===== src/rtl/switch_debounce_select.sv =====
// -----------------------------------------------------------------------------
// switch_debounce_select
//
// Conditions the two raw Go Board push-button inputs into clean, debounced
// levels for the selective-blink LED stage. Each switch passes through a
// two-flop synchronizer and a stable-run debounce counter. A one-cycle press
// pulse marks every debounced rising edge. A single-cycle notification fires
// whenever the 2-bit selection {o_Switch_2, o_Switch_1} changes.
//
// Parameters:
//   DEBOUNCE_LIMIT : consecutive mismatch cycles required before a new level
//                    is accepted (>= 1).
//
// Ports:
//   i_Clk        : system clock, rising edge
//   i_Reset      : synchronous, active-high reset
//   i_Switch_1/2 : raw asynchronous switch inputs
//   o_Switch_1/2 : debounced switch levels
//   o_Press_1/2  : one-cycle pulse on a debounced 0->1 edge
//   o_Sel_Change : one-cycle pulse when either debounced level changes
// -----------------------------------------------------------------------------
module switch_debounce_select #(
   parameter int unsigned DEBOUNCE_LIMIT = 250000
) (
   input  logic i_Clk,
   input  logic i_Reset,
   input  logic i_Switch_1,
   input  logic i_Switch_2,
   output logic o_Switch_1,
   output logic o_Switch_2,
   output logic o_Press_1,
   output logic o_Press_2,
   output logic o_Sel_Change
);

   localparam int unsigned CNT_W = (DEBOUNCE_LIMIT > 1) ? $clog2(DEBOUNCE_LIMIT) : 1;
   localparam logic [CNT_W-1:0] CNT_MAX = CNT_W'(DEBOUNCE_LIMIT - 1);

   logic [1:0]       w_Raw;
   logic [1:0]       w_Accept;
   logic [1:0]       r_Meta;
   logic [1:0]       r_Sync;
   logic [1:0]       r_Deb;
   logic [1:0]       r_Press;
   logic             r_Sel_Change;
   logic [CNT_W-1:0] r_Cnt [2];

   assign w_Raw = {i_Switch_2, i_Switch_1};

   // A channel accepts its new level on the cycle the mismatch run reaches the
   // limit; the press and selection-change pulses are registered from this.
   always_comb begin
      w_Accept = '0;
      for (int unsigned n = 0; n < 2; n++) begin
         w_Accept[n] = (r_Sync[n] != r_Deb[n]) && (r_Cnt[n] == CNT_MAX);
      end
   end

   always_ff @(posedge i_Clk) begin
      if (i_Reset) begin
         r_Meta       <= '0;
         r_Sync       <= '0;
         r_Deb        <= '0;
         r_Press      <= '0;
         r_Sel_Change <= 1'b0;
         for (int unsigned n = 0; n < 2; n++) begin
            r_Cnt[n] <= '0;
         end
      end else begin
         r_Meta <= w_Raw;
         r_Sync <= r_Meta;
         for (int unsigned n = 0; n < 2; n++) begin
            if (r_Sync[n] == r_Deb[n]) begin
               // Any short bounce back to the accepted level discards the run.
               r_Cnt[n] <= '0;
            end else if (w_Accept[n]) begin
               r_Deb[n] <= r_Sync[n];
               r_Cnt[n] <= '0;
            end else begin
               r_Cnt[n] <= r_Cnt[n] + CNT_W'(1);
            end
         end
         r_Press      <= w_Accept & r_Sync;
         // Simultaneous changes on both channels collapse into one pulse.
         r_Sel_Change <= |w_Accept;
      end
   end

   assign o_Switch_1   = r_Deb[0];
   assign o_Switch_2   = r_Deb[1];
   assign o_Press_1    = r_Press[0];
   assign o_Press_2    = r_Press[1];
   assign o_Sel_Change = r_Sel_Change;

endmodule

===== config.mk =====
export PLATFORM = sky130hd
export DESIGN_NAME = switch_debounce_select
export DESIGN_NICKNAME = d
export VERILOG_FILES = /design/src/rtl/switch_debounce_select.sv
export SDC_FILE = /design/constraint.sdc
export NUM_CORES = 1
export LEC_CHECK = 0
export BUFFER_PORTS_ARGS = -buffer_cell sky130_fd_sc_hd__buf_4
export CORE_ASPECT_RATIO = 1.25
export CORE_MARGIN = 2
export CORE_UTILIZATION = 40
export DETAILED_ROUTE_END_ITERATION = 16
export HOLD_SLACK_MARGIN = 0.12
export PLACE_DENSITY = 0.56
export SLEW_MARGIN = 25
export SYNTH_ARGS = -nofsm -noshare
export SYNTH_HDL_FRONTEND = slang
export SYNTH_SLANG_ARGS = --single-unit

===== constraint.sdc =====
create_clock -name i_Clk -period 2.3 [get_ports i_Clk]
set_clock_uncertainty 0.2 [all_clocks]
set_input_delay 0 -clock i_Clk [delete_from_list [all_inputs] [get_ports i_Clk]]
set_output_delay 0 -clock i_Clk [all_outputs]
set_load 0.05 [all_outputs]

======== After elaboration in Yosys (flattened, before gate mapping) ========
Memories as Yosys holds them, arrays and structs flattened.
Cells that the tools add are included.
word-level totals
  flip-flop bits (word level) ............. 9
  memory bits (writable) .................. 36
  input port bits ......................... 4
  output and inout bits ................... 5
  memories ................................ 1
memory list
  name   words  bits a word  rd ports  clocked after Yosys merged registers in  wr ports  RTL line  RTL
  r_Cnt  2      18           2         0                                        2         46        logic [CNT_W-1:0] r_Cnt [2];
operators by class
  add/subtract/negate cells ............... 2
  equality and inequality tests ........... 6
  muxes and demuxes ....................... 30
  bitwise logic cells ..................... 9
  reductions and logical operators ........ 5
operators by type and width
  kind                                                              count
  18-bit two-way mux                                                6
  18-bit by 1-bit adder with 18-bit output (second input constant)  2
  18-bit == test (second input constant)                            2
  1-bit two-way mux                                                 24
  1-bit bitwise OR                                                  6
  2-bit AND reduction                                               2
  2-bit bitwise AND                                                 1
  1-bit == test                                                     2
  1-bit logical AND                                                 2
  1-bit inequality test                                             2
  1-bit NOT                                                         2
  2-bit OR reduction                                                1

======== Depth between registers and ports, before layout ========
  word-level depth ........................ 8
  mapped depth ............................ 7
  mapped depth without buffers ............ 5

======== Worst setup path after synthesis ========
No wires, ideal clock.
  path type ............................... reg-to-reg
  start ................................... memory r_Cnt[1][10] (netlist bit)
  end ..................................... memory r_Cnt[1][9] (netlist bit), data pin
  arrival ................................. 1695 ps
  data required time ...................... 1846 ps
  slack ................................... 150 ps
  stages on the path, launching flop included .. 6
  path buffers ............................ 1
  clock period less this slack ............ 2150 ps
  cell sequence ........................... edfxtp_1 or3b_2 or3_4 o21bai_4 buf_4 nor2_1
RTL lines
  what             RTL line
  start, declared  46

==> results.yml <==
synthesis:
  synth_top_family_by_area: "simple AND/OR/NAND/NOR gates"
  synth_top_area_cell: "edfxtp_1"
  ys_seq_elements: 45
  synth_area_um2: 2310
  synth_area_leaders: "edfxtp_1 47%, dfxtp_1 7.8%, xor2_1 5.7%"
  synthAdderAreaFrac: 0.0108
  synth_xor_xnor_area_share: 0.102
  synthSimpleGateAreaFrac: 0.266
  synth_cell_types: 36
  ys_seq_area_frac: 0.546
  synth.avg_cell_area_um2: 10.7
  synth_mux_area_frac: 0.00433
  synth_top_area_share: 0.468
  ys_warn_count: 0
  synth-compound-area-share: 0.0493
  synthCells: 216
power:
  power_switching_mw: 0.328
  comb_power_share: 0.050
  pwr-share-clk: 0.374
  swShare: 0.201
  power.share.sequential: 0.577
  total_leakage_power_nw: 0.995
  power.density_nw_per_um2: 581
  p_int_mw: 1.30
  max-vdd-ir-drop_mv: 0.373
placed_design:
  dp_cells: 326
  hpwlAfterDp_mm: 3.04
  placed_area_um2: 2640
  gpl.final_weighted_congestion: 0.773
  port_buffers: 8
global_route:
  global_route.usage.total: 0.148
  grt_max_degree: 18
  antenna_found_initial: 0
  grt_pass1_vias: 1687
  grt_pass1_wl_mm: 7.29
  gr-total-overflow: 0
cts:
  cts_max_path_buffers: 2
  tritoncts: "built"
  htree_levels: 2
  root_buffer: "clkbuf_8"
  clk_pin_slew_ns: 0.08
  cts_setup_buffers: 0
  clk_latency_ns: 0.29
  clock-sinks: 45
  cts_buffers: 5
floorplanning:
  die-area_um2: 6400
  ios: 9
  initial_core_util: 0.419
  fp.coreArea_um2: 5520
  rows: 30
  die_w_um: 72.0
  die_y_um: 89.0
critical_path:
  cp_data_arrival_time_ns: 2.06
  worstPathMaxFanout: 5
  cp.buffers_inverters: 0
  cp.required_ns: 2.25
  path_class: "register to register"
  slowest_delay_ns: 0.57
  startpoint_type: "register"
  end_kind: "register"
  crit_chain: "ha_1, nand3_2, or4_4, or3_1, a21oi_1"
  cpLargestDelayFamily: "simple AND/OR/NAND/NOR gates"
  cp_slowest_cell: "or4_4"
timing:
  final_hold_viol_count: 0
  tns_ns: 0
  rsz0062_at_grt: "false"
  setup_viol: 0
  final-max-slew-violation-count: 0
  period_needed_ns: 2.12
  max_freq_ghz: 0.473
  timing.final.crit_share: 0.920
finish:
  num-fill-cells: 540
  areaGrowthSynthToFinish_pct: 21.5
  fin_nets: 280
  stdcell_count: 339
  multiInputGateArea_um2: 1140
  fin_util: 0.509
  seq_area_um2: 1260
  final_cell_mix: "36 x edfxtp_1, 36 x conb_1, 32 x nor2_1"
  drive_gt1_frac: 0.120
  antennaDiodeCount: 0
  final_area_um2: 2810
route:
  wl_per_cell_um: 11.8
  firstDrtPassIters: 4
  num_vias: 1657
  routed_via_density: 4.89
  wirelength_mm: 4.02
  final_antenna_net_count: 0
  drt_iter0_markers: 38
  drc: 0
run_status:
  status: "finished, final reports clean"
flow_run:
  drv_cap: 0
hold_path:
  hp-class: "register to register"
-- power by group through the flow --
stage               Clock, mW  Sequential [mW]  Combinational [mW]
floorplan                   0            0.951              0.0535
global placement            0            0.957              0.0737
detailed placement          0            0.958              0.0738
CTS                     0.635            0.939              0.0810
global route            0.662            0.945              0.0948
finish                  0.609            0.940              0.0813
-- final timing paths --
path              cells after the start      endpoint  slack (ns)        start
setup / recovery                      5  r_Cnt[0][16]        0.18  r_Cnt[0][1]
setup reg to reg                      5  r_Cnt[0][16]        0.18  r_Cnt[0][1]
hold / removal                        1     r_Sync[0]        0.25    r_Meta[0]
hold reg to reg                       1     r_Sync[0]        0.25    r_Meta[0]
-- cell usage after synthesis --
cell type  number
a21oi_1         7
and2_1          2
and3_1          3
and4_1          3
buf_2           3
buf_4           1
clkbuf_1        3
conb_1          1
dfxtp_1         9
edfxtp_1       36
ha_1            2
inv_1           3
mux2i_1         1
nand2_1        11
nand2b_1        5
nand3_1        15
nand4_1        10
nand4_4         1
nor2_1         32
nor2b_1         5
nor3_1          6
nor4_1          5
nor4bb_1        1
o21ai_0         7
o21ai_2         1
o21bai_4        1
o31ai_1         1
o32ai_1         1
or2_1           1
or3_1           5
or3_4           1
or3b_2          1
or4_1           3
or4_4           2
xnor2_1        12
xor2_1         15
-- area by class of cell --
class                      count  share of cell area
multi-input combinational    196               0.406
tap                           64              0.0285
sequential                    45               0.449
clock inverter                 1              0.0107
timing repair buffer          23              0.0704
clock buffer                   7              0.0308
inverter                       3             0.00401
-- state kept, by name, summed over array words and instances (netlist names) --
register and flops:
o_Sel_Change 1, r_Cnt 36, r_Deb 2, r_Meta 2, r_Press 2, r_Sync 2
-- kinds of logic after synthesis --
group	count (synthesis)
other	1
buffers and inverters	10
XOR/XNOR	27
AO/OA/AOI/OAI	18
flip-flops	45
multiplexers	1
AND/OR/NAND/NOR	112
adder cells (fa/ha/maj)	2
-- metrics by stage --
step	setup slack (ns)	hold slack [ns]	total power [mW]
after global placement	0.181	0.0126	1.03
final	0.184	0.251	1.63
after detailed placement	0.129	0.0207	1.03
after CTS	0.112	0.259	1.66
after floorplan	0.150	-0.0718	1.00
after global routing	0.0330	0.276	1.70
-- metal layers --
| metal | up-vias | track usage | wire length [µm] |
|---|---|---|---|
| li1 | 862 | - | - |
| met1 | 779 | 0.162 | 1690 |
| met2 | 10 | 0.276 | 2180 |
| met3 | 6 | 0.0327 | 77 |
| met4 | 0 | 0.0617 | 68 |
| met5 | - | 0 | 0 |
-- timing repair --
action | CTS | global route
setup endpoints to repair | 0 | 1
gates resized for setup | 0 | 1
hold endpoints to repair | 11 | 0
hold buffers | 5 | 0
No activity file was read; power rests on OpenSTA's default activity.
